`src/rtl/td4_sequencer_pkg.sv`:
```
// Shared types and constants for the TD4 instruction sequencer.
package td4_pkg;

  localparam int unsigned OP_W  = 4;
  localparam int unsigned IMM_W = 4;

  localparam logic [OP_W-1:0] OP_JNC = 4'b1110;
  localparam logic [OP_W-1:0] OP_JMP = 4'b1111;

  typedef enum logic [1:0] {
    ST_IDLE,
    ST_FETCH,
    ST_EXEC,
    ST_HALT
  } state_e;

endpackage

```
`src/rtl/td4_sequencer_if.sv`:
```
// Program ROM fetch port: req/ack handshake with address and instruction byte.
interface td4_sequencer_if #(
  parameter int unsigned PC_W = 4
);

  logic [PC_W-1:0] rom_addr;
  logic            rom_req;
  logic            rom_ack;
  logic [7:0]      rom_data;

  modport master (
    output rom_addr,
    output rom_req,
    input  rom_ack,
    input  rom_data
  );

  modport slave (
    input  rom_addr,
    input  rom_req,
    output rom_ack,
    output rom_data
  );

endinterface

```
`src/rtl/td4_sequencer_pc.sv`:
```
// Program counter: load has priority over increment; increment wraps modulo 2^PC_W.
module td4_pc #(
  parameter int unsigned     PC_W     = 4,
  parameter logic [PC_W-1:0] RESET_PC = '0
) (
  input  logic            clk,
  input  logic            rst_n,
  input  logic            inc_i,
  input  logic            load_i,
  input  logic [PC_W-1:0] load_val_i,
  output logic [PC_W-1:0] pc_o
);

  logic [PC_W-1:0] pc_q;
  logic [PC_W-1:0] pc_d;

  always_comb begin
    pc_d = pc_q;
    if (load_i) begin
      pc_d = load_val_i;
    end else if (inc_i) begin
      pc_d = pc_q + PC_W'(1);
    end
  end

  always_ff @(posedge clk or negedge rst_n) begin
    if (!rst_n) begin
      pc_q <= RESET_PC;
    end else begin
      pc_q <= pc_d;
    end
  end

  assign pc_o = pc_q;

endmodule

```
`src/rtl/td4_sequencer.sv`:
```
// TD4 instruction sequencer: PC, IR and carry flag with fetch/execute FSM.
// Optional self-jump halt detection is enabled by defining TD4_SEQ_HALT_DETECT_EN.
module td4_sequencer
  import td4_pkg::*;
#(
  parameter int unsigned     PC_W     = 4,
  parameter logic [PC_W-1:0] RESET_PC = '0
) (
  input  logic              clk,
  input  logic              rst_n,
  input  logic              run,
  input  logic              step,
  td4_sequencer_if.master   rom,
  output logic [OP_W-1:0]   op,
  output logic [IMM_W-1:0]  imm,
  output logic              cflag,
  input  logic              ld_pc_n,
  input  logic              alu_carry,
  output logic              exec,
  output logic              busy,
  output logic              halted
);

  state_e          state_q;
  logic [7:0]      ir_q;
  logic            cflag_q;
  logic            step_pend_q;
  logic            rom_req_q;
  logic            exec_q;
  logic            busy_q;
  logic [PC_W-1:0] pc;
  logic [PC_W-1:0] imm_ext;
  logic            halt_hit;
  logic            pc_upd;

  assign imm_ext = PC_W'(ir_q[IMM_W-1:0]);

`ifdef TD4_SEQ_HALT_DETECT_EN
  logic halted_q;
  assign halt_hit = (ir_q[7:4] == OP_JMP) && (imm_ext == pc);
  assign halted   = halted_q;
`else
  assign halt_hit = 1'b0;
  assign halted   = 1'b0;
`endif

  // PC only moves on the closing edge of a non-halting EXEC cycle.
  assign pc_upd = (state_q == ST_EXEC) && !halt_hit;

  td4_pc #(
    .PC_W    (PC_W),
    .RESET_PC(RESET_PC)
  ) u_pc (
    .clk       (clk),
    .rst_n     (rst_n),
    .inc_i     (pc_upd && ld_pc_n),
    .load_i    (pc_upd && !ld_pc_n),
    .load_val_i(imm_ext),
    .pc_o      (pc)
  );

  always_ff @(posedge clk or negedge rst_n) begin
    if (!rst_n) begin
      state_q     <= ST_IDLE;
      ir_q        <= '0;
      cflag_q     <= 1'b0;
      step_pend_q <= 1'b0;
      rom_req_q   <= 1'b0;
      exec_q      <= 1'b0;
      busy_q      <= 1'b0;
`ifdef TD4_SEQ_HALT_DETECT_EN
      halted_q    <= 1'b0;
`endif
    end else begin
      if (step && !run) begin
        step_pend_q <= 1'b1;
      end
      case (state_q)
        ST_IDLE: begin
          // Later assignment wins so a step seen on this edge is consumed, not re-latched.
          if (run || step_pend_q || step) begin
            state_q     <= ST_FETCH;
            step_pend_q <= 1'b0;
            rom_req_q   <= 1'b1;
            busy_q      <= 1'b1;
          end
        end
        ST_FETCH: begin
          if (rom.rom_ack) begin
            ir_q      <= rom.rom_data;
            state_q   <= ST_EXEC;
            rom_req_q <= 1'b0;
            exec_q    <= 1'b1;
          end
        end
        ST_EXEC: begin
          cflag_q <= alu_carry;
          exec_q  <= 1'b0;
`ifdef TD4_SEQ_HALT_DETECT_EN
          if (halt_hit) begin
            state_q  <= ST_HALT;
            halted_q <= 1'b1;
            busy_q   <= 1'b0;
          end else
`endif
          if (run) begin
            state_q   <= ST_FETCH;
            rom_req_q <= 1'b1;
          end else begin
            state_q <= ST_IDLE;
            busy_q  <= 1'b0;
          end
        end
        ST_HALT: begin
          state_q <= ST_HALT;
        end
        default: begin
          state_q <= ST_IDLE;
        end
      endcase
    end
  end

  assign rom.rom_addr = pc;
  assign rom.rom_req  = rom_req_q;
  assign op           = ir_q[7:4];
  assign imm          = ir_q[IMM_W-1:0];
  assign cflag        = cflag_q;
  assign exec         = exec_q;
  assign busy         = busy_q;

endmodule

```
`src/flat_wrapper.sv`:
```
// flat-port wrapper written by rule: the top's interface ports become plain ports
module td4_sequencer_flat import td4_pkg::*;
#(
  parameter int unsigned     PC_W     = 4,
  parameter logic [PC_W-1:0] RESET_PC = '0
)
  (clk, rst_n, run, step, op, imm, cflag, ld_pc_n, alu_carry, exec, busy, halted, rom_rom_addr, rom_rom_req, rom_rom_ack, rom_rom_data);
  td4_sequencer_if #(.PC_W(PC_W)) rom_i ();
  input  logic clk;
  input  logic rst_n;
  input  logic run;
  input  logic step;
  output logic [OP_W-1:0] op;
  output logic [IMM_W-1:0] imm;
  output logic cflag;
  input  logic ld_pc_n;
  input  logic alu_carry;
  output logic exec;
  output logic busy;
  output logic halted;
  output wire logic [$bits(rom_i.rom_addr)-1:0] rom_rom_addr;
  output wire logic [$bits(rom_i.rom_req)-1:0] rom_rom_req;
  input wire logic [$bits(rom_i.rom_ack)-1:0] rom_rom_ack;
  input wire logic [$bits(rom_i.rom_data)-1:0] rom_rom_data;
  assign rom_rom_addr = rom_i.rom_addr;
  assign rom_rom_req = rom_i.rom_req;
  assign rom_i.rom_ack = rom_rom_ack;
  assign rom_i.rom_data = rom_rom_data;
  td4_sequencer #(.PC_W(PC_W), .RESET_PC(RESET_PC)) u_core (.clk(clk), .rst_n(rst_n), .run(run), .step(step), .rom(rom_i), .op(op), .imm(imm), .cflag(cflag), .ld_pc_n(ld_pc_n), .alu_carry(alu_carry), .exec(exec), .busy(busy), .halted(halted));
endmodule
```
`config.mk`:
```
export PLATFORM = sky130hd
export DESIGN_NAME = td4_sequencer_flat
export DESIGN_NICKNAME = d
export VERILOG_FILES = /design/src/rtl/td4_sequencer_pkg.sv /design/src/rtl/td4_sequencer_if.sv /design/src/rtl/td4_sequencer_pc.sv /design/src/rtl/td4_sequencer.sv /design/src/flat_wrapper.sv
export SDC_FILE = /design/constraint.sdc
export NUM_CORES = 1
export LEC_CHECK = 0
export CAP_MARGIN = 30
export CORE_MARGIN = 4
export CORE_UTILIZATION = 43
export DETAILED_ROUTE_END_ITERATION = 10
export GPL_TIMING_DRIVEN = 0
export MAX_ROUTING_LAYER = met4
export PLACE_DENSITY = 0.81
export REMOVE_ABC_BUFFERS = 1
export SETUP_SLACK_MARGIN = 0.05
export SLEW_MARGIN = 20
export SYNTH_ARGS = -nofsm -noshare
export SYNTH_HDL_FRONTEND = slang
export SYNTH_SLANG_ARGS = --single-unit
```
`constraint.sdc`:
```
create_clock -name clk -period 1.5 [get_ports clk]
set_input_delay 0.225 -clock clk [delete_from_list [all_inputs] [get_ports clk]]
set_output_delay 0.225 -clock clk [all_outputs]
set_load 0.005 [all_outputs]
```
; ---- Yosys cells after proc, flatten, opt, wreduce, memory -nomap -nowiden
; Index checks and enable logic that the tools add are counted.
[totals]
output_inout_bits = 17
wordCells = 50
inputBits = 15
regBits = 19
[op_classes]
n_eq_ne = 7
reduce_logical = 17
add_sub_neg = 1
n_mux = 17
[op_table]
columns = operator, count
row1 = 1-bit 2-to-1 mux, 9
row2 = 4-bit 2-to-1 mux, 2
row3 = 2-bit case mux with 4 select lines, 1
row4 = "2-bit != test, second input constant", 3
row5 = 2-bit AND reduction, 3
row6 = 2-bit nonzero test, 3
row7 = "4-bit by 1-bit adder with 4-bit output, second input constant", 1
row8 = "2-bit == test, second input constant", 2
row9 = 2-bit 2-to-1 mux, 2
row10 = 1-bit case mux with 2 select lines, 2
row11 = 4-bit AND reduction, 1
row12 = 1-bit logical AND, 3
row13 = 1-bit case mux with 3 select lines, 1
row14 = 3-bit AND reduction, 1
row15 = 3-bit nonzero test, 1
row16 = "2-bit by 1-bit == test with 1-bit output, second input constant", 1
row17 = 1-bit logical NOT, 2
row18 = 2-bit logical NOT, 1
row19 = 1-bit logical OR, 2
row20 = "2-bit by 1-bit != test with 1-bit output, second input constant", 1

; ---- Logic depth before layout (Yosys ltp)
; Gate-level depths: netlist of run 1.
[depth]
depth_word = 5
ltp_mapped = 4
ltp_nobuf = 4

; ---- Modules after synthesis
; From an unflattened synthesis of run 1, not the netlist that was laid out.
[hier_totals]
cells_unflattened = 67
hier_area_um2 = 860.8
[modules_own_cells]
columns = mod, area_each_um2, seq_area_each_um2, cells_per_inst, instances
row1 = td4_sequencer, 658.1, 375.4, 49, 1
row2 = td4_pc, 202.7, 100.1, 18, 1

; ---- Worst setup path before layout of run 1
; No wires, ideal clock.
[synth_path]
path_type = flip-flop to flip-flop
startpoint = reg u_core.state_q[1]
endpoint = reg u_core.ir_q[0]
path_buffers = 0
period_less_slack_ps = 1118
path_stages_with_launch = 3
path_slack_ps = 382
required_time_ps = 1375
setup_time_ps = 125
arrival_ps = 993
path_cell_list = dfrtp_1 nand3b_4 mux2_4
[synth_via]
elab_chain_cells = 2
[synth_lines]
columns = element, line
row1 = from (decl), td4_sequencer.sv:24  ; state_e state_q;
row2 = from (signal assigned), td4_sequencer.sv:64  ; state_q <= ST_IDLE;
row3 = from (signal assigned), td4_sequencer.sv:82  ; state_q <= ST_FETCH;
row4 = from (signal assigned), td4_sequencer.sv:91  ; state_q <= ST_EXEC;
row5 = 2-bit by 1-bit == test with 1-bit output, td4_sequencer.sv:78  ; case (state_q)
row6 = 2-bit AND reduction (no source line), --
row7 = to (signal assigned), td4_sequencer.sv:90  ; ir_q <= rom.rom_data;
row8 = to (decl), td4_sequencer.sv:25  ; logic [7:0] ir_q;
; No other way between the ends.
; A chain may end at the register's enable or synchronous reset.

; ---- Worst setup path after layout of run 1
[layout_path]
startpoint = reg u_core.ir_q[2]
endpoint = out imm[2]
[layout_rtl]
columns = element, line
row1 = to (decl), flat_wrapper.sv:14  ; output logic [IMM_W-1:0] imm;
; No word-level cell between the ends.

==> metrics list, run 1 <==
- RR Endpoint: u_core.ir_q[1]$_DFFE_PN0P_
- Cell types occupying the most area after synthesis: sky130_fd_sc_hd__dfrtp_1, sky130_fd_sc_hd__mux2_4, sky130_fd_sc_hd__a2bb2oi_1, sky130_fd_sc_hd__o21ai_1, sky130_fd_sc_hd__nand2_1
- Critical R2R Launch: u_core.state_q[0]$_DFFE_PN0P_
- Clock sinks: 19
- Max stage delay on crit path: 0.51 ns
- Entering global routing, the biggest net connects 20 pins.
- Vertical die dimension: 53 µm
* Area share of and/or/nand/nor cells after synthesis: 0.1092
- Period minus WS final: 1.410 ns
- Number of CTS-inserted buffers: 3
- After synthesis, the mean cell area works out to 12.09 µm².
- Lkg Pwr: 0.6114 nW
- The die covers 0.002809 mm².
- PwrDens: 1950 mW/mm²
- Final slew viol count: 0
* Normalized max-slew margin: 0.4367
* Capturing element type of the critical path: primary output
* Commonest cells in the netlist: sky130_fd_sc_hd__dfrtp_1, sky130_fd_sc_hd__mux2_4, sky130_fd_sc_hd__nand2_1, sky130_fd_sc_hd__o21ai_1
- Final Hold Vio Count: 0
- CTS built an H-tree with a depth of 1.
- Antenna diodes: 0
- Of the total synthesized cell area, the portion taken by full adders, half adders and majority gates is 0.01437.
* Cts-stage hold buffer count: 0
- Number of antenna violations at the first check in global routing: 0
* Gate count after technology mapping: 72
- The area growth from synthesis to layout is 47.56%.
- The detail route stage leaves a number of antenna-violating nets equal to 0.
- Clock tree skew after final layout: 0.001826 ns
- Yosys printed 0 warnings.
* Count of port buffers added during placement: 30
- For the worst-skew pair, the clock arrives at the later sink with an insertion delay of 0.29 ns.
- Max IR drop VDD: 0.001125 V
- Counting distinct cell types in the post-synthesis netlist gives 26.
* Global-route wire length before repair: 3.029 mm
* Final global-route overflow total: 0
- Max FO, Critical Path: 3
* Dominant delay contributor by cell family on the critical path: buffers and inverters
* Number of placement rows: 16
- Post-route setup TNS: 0 ns
* Die width: 53 µm
- The tool flagged a number of max-cap violations equal to 0.
* Gpl congestion: 0.7224
- Cell chain of the critical path: clkdlybuf4s50_1
- Cell type of the slowest stage on the worst timing path: sky130_fd_sc_hd__clkdlybuf4s50_1
- Total met3 wirelength after detailed routing: 113 µm
- Clock tree from TritonCTS: done
- Among all flip-flop cells after synthesis, the most frequent one is sky130_fd_sc_hd__dfrtp_1.
- Cell depth of the worst flop-to-flop path: 2
- At the pin with the least slew margin, the transition time is 0.8424 ns.
- Layout cells sized above 1: 0.1875
- The first detailed-routing pass took 4 iterations.
* Overall routing resource usage: 0.1553
- Of the total synthesized cell area, the portion taken by XOR and XNOR cells is 0.
- Number of global-route vias before repair: 696
* Average detailed-routed wire length per instance: 14.05 µm
- In the final routing, the length of wire on met1 measures 859 µm.
* Number of design-rule violations left by the first detailed-router iteration: 6
* Run status: completed
- Routed via count divided by cell count: 4.986
- Dividing the final minimum period by the clock period gives 0.9398.
* Fraction of synthesis flops using an asynchronous set or reset pin: 1.000
* Aggregate routed wire length: 1.953 mm
* Half-perimeter wire length after placement: 1.350 mm
* Clock transition at path regs: 0.11 ns
* Flip-flop and latch count after synthesis: 19
- Cell chosen for the clock root: sky130_fd_sc_hd__clkbuf_4
- Core area: 0.001942 mm²
- Number of fillers in the final layout: 176
* Starting density of the core: 0.4485
- Netlist area before placement: 870.8 µm²
* Finished Layout Cells: 139
- Biggest area consumer among synthesized cells: sky130_fd_sc_hd__dfrtp_1
* Compound-Gate Fraction of Synth Area: 0.1451
- Required time worst endpoint: 1.27 ns
- Met2 wire length: 948 µm
- Proportion of netlist area held by the largest area contributor: 0.5460
* Sequential area share after synthesis: 0.5460
- Together, buffers and inverters on the worst path number 1.
- # DRC: 0
* Via total after detailed routing: 693
- The highest metal layer carrying signal wires in the routed design is met4.
* Post-synthesis mux area share: 0.1494
- Setup violations remaining at the end of the flow were counted as 0.
- Cell with the most instances after synthesis: sky130_fd_sc_hd__dfrtp_1
- Number of flops mapped to enable cells by yosys: 0
- Setup repair after global routing left no endpoint under its margin.
- The min-delay analysis places its worst path in the category primary input to async pin.
- For this design the top-level I/O count stands at 32.
* Arr. time, crit path: 1.18 ns
* Reg2reg setup slack: 0.23 ns
- The critical path is of the flip-flop to primary output type.
- No sink is reached through more buffers than the 2 on the longest clock path.
* Placed cell count: 126
- Based on the critical path, the design can be clocked at up to 0.7094 GHz.
* Largest family of logic cells by synthesized area: multiplexers
- Sort of element at the start of the critical path: flip-flop
- Layout Nets: 129
* Power consumption: 2.506 mW
==> timing repair <==
| item | 4_1_cts | 5_1_grt |
|---|---|---|
| gates resized for setup | 1 | 3 |
| endpoints found under the setup margin | 5 | 7 |
| buffers inserted | 4 | 5 |
==> routing by layer <==
layer	up-vias	global-route usage
li1	333	-
met1	332	0.1849
met2	24	0.2479
met3	4	0.03380
met4	0	0.07660
met5	-	-
==> logic make-up (layout without fill, tap and decap cells) <==
logic type / count (synthesis) / in the layout
fa+ha+maj: 1 / 1
buf+inv: 5 / 45
flops: 19 / 19
other cells: 1 / 1
compound gates: 20 / 20
simple gates: 17 / 17
mux: 9 / 9
==> registers in the layout (all words and copies together) (netlist names) <==
signal and count:
u_core.exec 1, u_core.cflag 1, u_core.ir_q 8, u_core.busy 1, u_core.step_pend_q 1, u_core.rom.rom_req 1
u_core.u_pc.pc_o 4, u_core.state_q 2
==> how the worst max path moves through the flow <==
stage	slack (ns)	start	end	depth (start not counted)
after floorplan	0.37	u_core.state_q[0]$_DFFE_PN0P_	u_core.ir_q[0]$_DFFE_PN0P_	2
final	0.09	u_core.ir_q[2]$_DFFE_PN0P_	imm[2]	1
after CTS	0.07	u_core.ir_q[1]$_DFFE_PN0P_	imm[1]	1
after global routing	0.03	u_core.ir_q[4]$_DFFE_PN0P_	op[0]	1
after global placement	0.04	rom_rom_ack	u_core.ir_q[5]$_DFFE_PN0P_	3
after detailed placement	0.02	rom_rom_ack	u_core.ir_q[7]$_DFFE_PN0P_	3
==> layout by cell type (no fill, tap or decap), types with 2 or more instances in the layout <==
master	count
sky130_fd_sc_hd__a21oi_1	3
sky130_fd_sc_hd__a2bb2oi_1	3
sky130_fd_sc_hd__buf_4	9
sky130_fd_sc_hd__clkbuf_4	3
sky130_fd_sc_hd__clkdlybuf4s50_1	26
sky130_fd_sc_hd__dfrtp_1	19
sky130_fd_sc_hd__dlymetal6s2s_1	3
sky130_fd_sc_hd__inv_1	2
sky130_fd_sc_hd__mux2_4	8
sky130_fd_sc_hd__nand2_1	6
sky130_fd_sc_hd__nand3_1	2
sky130_fd_sc_hd__nor2_1	3
sky130_fd_sc_hd__nor2b_1	2
sky130_fd_sc_hd__o21ai_0	3
sky130_fd_sc_hd__o21ai_1	5
==> power by group <==
group	leakage (nW)	switching, mW	internal [mW]	total [mW]
Combinational	0.376	0.417	0.864	1.28
Sequential	0.220	0.206	0.762	0.968
Clock	0.0150	0.154	0.103	0.258
Total	0.611	0.777	1.73	2.51
==> cell type report <==
class | count | area [µm²] | share of cell area
flip-flops and latches | 19 | 475.5 | 0.3700
repair buffers | 39 | 374.1 | 0.2911
clock buffers | 4 | 26.28 | 0.02045
well taps | 27 | 33.78 | 0.02629
multi-input cells | 48 | 367.9 | 0.2863
inverters | 2 | 7.507 | 0.005842
==> metrics by stage <==
stage	setup slack [ns]	instance area [µm²]	hold WS, ns	utilization
5_1_grt	0.03442	1285	0.4599	0.6617
2_1_floorplan	0.3654	850.8	-0.07059	-
4_1_cts	0.06597	1240	0.4304	0.6385
3_5_place_dp	0.02322	1185	0.4668	0.6102
6_report	0.09028	1285	0.4022	0.6617
3_3_place_gp	0.03640	1185	0.4592	0.6102
Power figures use the tool's default switching activity.
==> run 2: changes to the inputs <==
Settings changed: CORE_UTILIZATION 43 to 42, PLACE_DENSITY 0.81 to 0.79, RECOVER_POWER set to 50, SYNTH_HIERARCHICAL set to 1.
==> metrics list, run 2 <==
- The global-route usage over all layers came to 0.1454 (-0.009911).
- The clock period minus worst slack was 1.408 ns (-0.001364 ns).
- The final routed wirelength across all metal layers was 1.862 mm (-4.7%).
* Area growth syn-to-layout: 52.04%
* Cell chosen for the clock root: sky130_fd_sc_hd__clkbuf_4
- Run status: completed
* Clock sinks: 19 (unchanged)
* Most common cell after layout, fill and taps aside: sky130_fd_sc_hd__clkdlybuf4s50_1
* Number of buffer and inverter stages on the critical path: 1 (unchanged)
* Worst hold path type: primary input to async pin
- The average cell area after synthesis came to 12.85 µm² (+6.2%).
- Cell types occupying the most area after synthesis: sky130_fd_sc_hd__dfrtp_1, sky130_fd_sc_hd__mux2_4, sky130_fd_sc_hd__o21ai_0, sky130_fd_sc_hd__nor2_1, sky130_fd_sc_hd__o31a_1
- The final-report max-slew violation count was 0 (unchanged).
- Number of flops mapped to enable cells by yosys: 0 (unchanged)
- Largest buffer count on any clock path: 2 (unchanged)
* Biggest area consumer among synthesized cells: sky130_fd_sc_hd__dfrtp_1
* Antenna diodes: 0 (unchanged)
- The total DRC errors in the routed layout was 0 (unchanged).
- Global-route wire length before repair: 2.808 mm (-7.3%)
* Flip-flop count of the largest register, all copies and words added: 8 (unchanged)
- Ratio of final minimum period to clock period: 0.9389 (about the same)
- Lkg Pwr: 0.5896 nW (-3.6%)
* Routed Antenna Nets: 0 (unchanged)
* Gate count after technology mapping: 67 (-6.9%)
- The count of boundary I/O pins came to 32 (unchanged).
- Primary FF master, synth: sky130_fd_sc_hd__dfrtp_1
- Walking the worst path, the cells encountered are clkdlybuf4s50_1.
- The CTS buffer count was 3 (unchanged).
- Max stage delay on crit path: 0.51 ns (about the same)
* Normalized max-slew margin: 0.4327 (-0.003996)
- The slowest stage of the critical path is the sky130_fd_sc_hd__clkdlybuf4s50_1 cell.
- More flip-flops sit in one register than any other, and that register is u_core/ir_q.
- Arr. time, crit path: 1.18 ns (about the same)
- The starting density of the core is 0.4388 (-0.009678).
- The floorplan die area was 0.002838 mm² (+1.0%).
- The share of flip-flops with an asynchronous set or reset came to 1.000 (unchanged).
* Final Hold Vio Count: 0 (unchanged)
* Netlist area before placement: 860.8 µm² (-1.1%)
- Count of port buffers added during placement: 30 (unchanged)
- Half-perimeter wire length after placement: 1.268 mm (-6.1%)
- The achievable frequency is 0.7100 GHz (about the same).
- Number of antenna violations at the first check in global routing: 0 (unchanged)
- Proportion of netlist area held by the largest area contributor: 0.5523 (+0.006349)
* Die width: 53.27 µm (+0.51%)
* Worst hold-check slack: 0.4777 ns (+0.07557 ns)
- Critical path class: flip-flop to primary output
- STA classifies the critical path endpoint as a primary output.
- The number of unique standard cell types used by synthesis came to 26 (unchanged).
- The number of DRC violations after detailed-routing iteration 0 came to 7 (+1).
* Layout Nets: 127 (-1.6%)
* Required time worst endpoint: 1.27 ns (about the same)
- Gpl congestion: 0.7191 (-0.46%)
- The via count of the first global-routing pass was 642 (-7.8%).
* Final global-route overflow total: 0 (unchanged)
- The detailed-route via count is 668 (-3.6%).
- The overall die height is 53.27 µm (+0.51%).
* Clock tree skew after final layout: 0.001138 ns (-0.0006883 ns)
* Yosys warning count: 6 (+6)
- Max IR drop VDD: 0.0008915 V (-21%)
- Highest-count cells in the layout ignoring fill and taps: sky130_fd_sc_hd__clkdlybuf4s50_1, sky130_fd_sc_hd__dfrtp_1, sky130_fd_sc_hd__buf_4
* Worst-skew pair later-pin latency: 0.29 ns (about the same)
* Sort of element at the start of the critical path: flip-flop
* Core area: 0.001962 mm² (+1.0%)
- TritonCTS built the clock tree.
- Max-Cap Viols: 0 (unchanged)
* Share of the core filled with cells in the final layout: 0.6671 (+0.005365)
- The number of rows in the core area came to 16 (unchanged).
- The maximum number of pins on one net before global-route repair came to 20 (unchanged).
- PwrDens: 1935 mW/mm² (-0.78%)
- The share of cells above drive strength 1 was 0.2818 (+0.09432).
- The clock transition at the registers of the reported paths came to 0.10 ns (about the same).
* Average detailed-routed wire length per instance: 13.59 µm (-3.3%)
- The post-cts hold buffer count came to 0 (unchanged).
- Initial DRT Pass Iterations: 4 (unchanged)
- The sequential-to-total area share from yosys stat came to 0.5523 (+0.006349).
- Setup repair after global routing left no endpoint under its margin.
- The per-cell via count in the routed design is 4.876 (-2.2%).
- Commonest cells in the netlist: sky130_fd_sc_hd__dfrtp_1, sky130_fd_sc_hd__mux2_4, sky130_fd_sc_hd__nor2_1, sky130_fd_sc_hd__nand2_1, sky130_fd_sc_hd__o21ai_0
- Dominant delay contributor by cell family on the critical path: buffers and inverters
* Flip-flop and latch count after synthesis: 19 (unchanged)
- CTS H-tree depth: 1 (unchanged)
- The number of setup violations in the final report was 0 (unchanged).
* Max FO, Critical Path: 3 (unchanged)
- Slew of the pin with the lowest slew margin: 0.8482 ns (+0.005834 ns)
- The most common cell in the synthesized netlist is sky130_fd_sc_hd__dfrtp_1.
==> run 2: cell families (layout without fill, tap and decap cells) <==
kind of cell / after synthesis / in the layout / share of synthesized area
compound gates: 12 / 12 / 0.09012
mux: 11 / 11 / 0.1773
simple gates: 15 / 15 / 0.1032
xor+xnor: 3 / 3 / 0.03053
fa+ha+maj: 1 / 1 / 0.01453
buf+inv: 5 / 48 / 0.02761
other cells: 1 / 1 / 0.004356
flops: 19 / 19 / 0.5523
==> run 2: per-stage QoR <==
| stage | cells | area, µm² | total power [mW] | TNS, ns | setup slack (ns) |
|---|---|---|---|---|---|
| finish | 137 | 1309 | 2.532 | 0 | 0.09164 |
| global route | 137 | 1309 | 2.692 | 0 | 0.03594 |
| CTS | 130 | 1254 | 2.431 | 0 | 0.02708 |
| detailed placement | 122 | 1182 | 2.081 | -0.4296 | -0.2468 |
| global placement | 122 | 1182 | 2.029 | -0.2099 | -0.2010 |
| floorplan | 65 | 848.3 | 1.496 | -0.04963 | -0.04963 |
==> run 2: worst reg2reg max path, cell delays in order, from the launching register on <==
cell and delay, ns:
sky130_fd_sc_hd__dfrtp_2 0.38, sky130_fd_sc_hd__clkbuf_1 0.34, sky130_fd_sc_hd__nand2_4 0.21, sky130_fd_sc_hd__mux2_4 0.34
==> run 2: cell type report <==
type	count	area, µm²
clock buffer	3	22.52
clock inverter	1	5.005
fill	153	653.1
inverter	3	11.26
multi-input combinational	43	379.1
sequential	19	478.0
tap	27	33.78
timing repair buffer	41	379.1
==> run 2: worst paths after layout <==
path | start | end | slack [ns] | cells after the start
max in group asynchronous | rst_n | u_core/state_q[0]$_DFFE_PN0P_ | 0.45 | 1
worst max-delay path | u_core/busy$_DFFE_PN0P_ | busy | 0.09 | 1
worst min-delay path | rst_n | u_core/cflag$_DFFE_PN0N_ | 0.48 | 1
min in group clk | u_core/cflag$_DFFE_PN0N_ | u_core/cflag$_DFFE_PN0N_ | 0.51 | 1
worst max register to register | u_core/state_q[0]$_DFFE_PN0P_ | u_core/ir_q[6]$_DFFE_PN0P_ | 0.12 | 3
worst min register to register | u_core/cflag$_DFFE_PN0N_ | u_core/cflag$_DFFE_PN0N_ | 0.51 | 1
==> run 2: power by group <==
part,internal (mW),leakage (nW),switching [mW],total (mW)
Combinational,0.885,0.350,0.438,1.32
Sequential,0.769,0.221,0.192,0.961
Clock,0.0990,0.0177,0.148,0.247
==> run 2: timing repair <==
| action | 4_1_cts | 5_1_grt |
|---|---|---|
| buffers inserted | 4 | 7 |
| setup endpoints to repair | 7 | 7 |
| resized for setup | 5 | 4 |
| pin swaps | 0 | 1 |
| endpoints found under the hold margin | 0 | 0 |
==> run 2: per-layer routing <==
layer	wire length, µm	global-route usage
met1	786	0.1526
met2	958	0.2571
met3	75	0.01690
met4	42	0.08936
met5	0	-
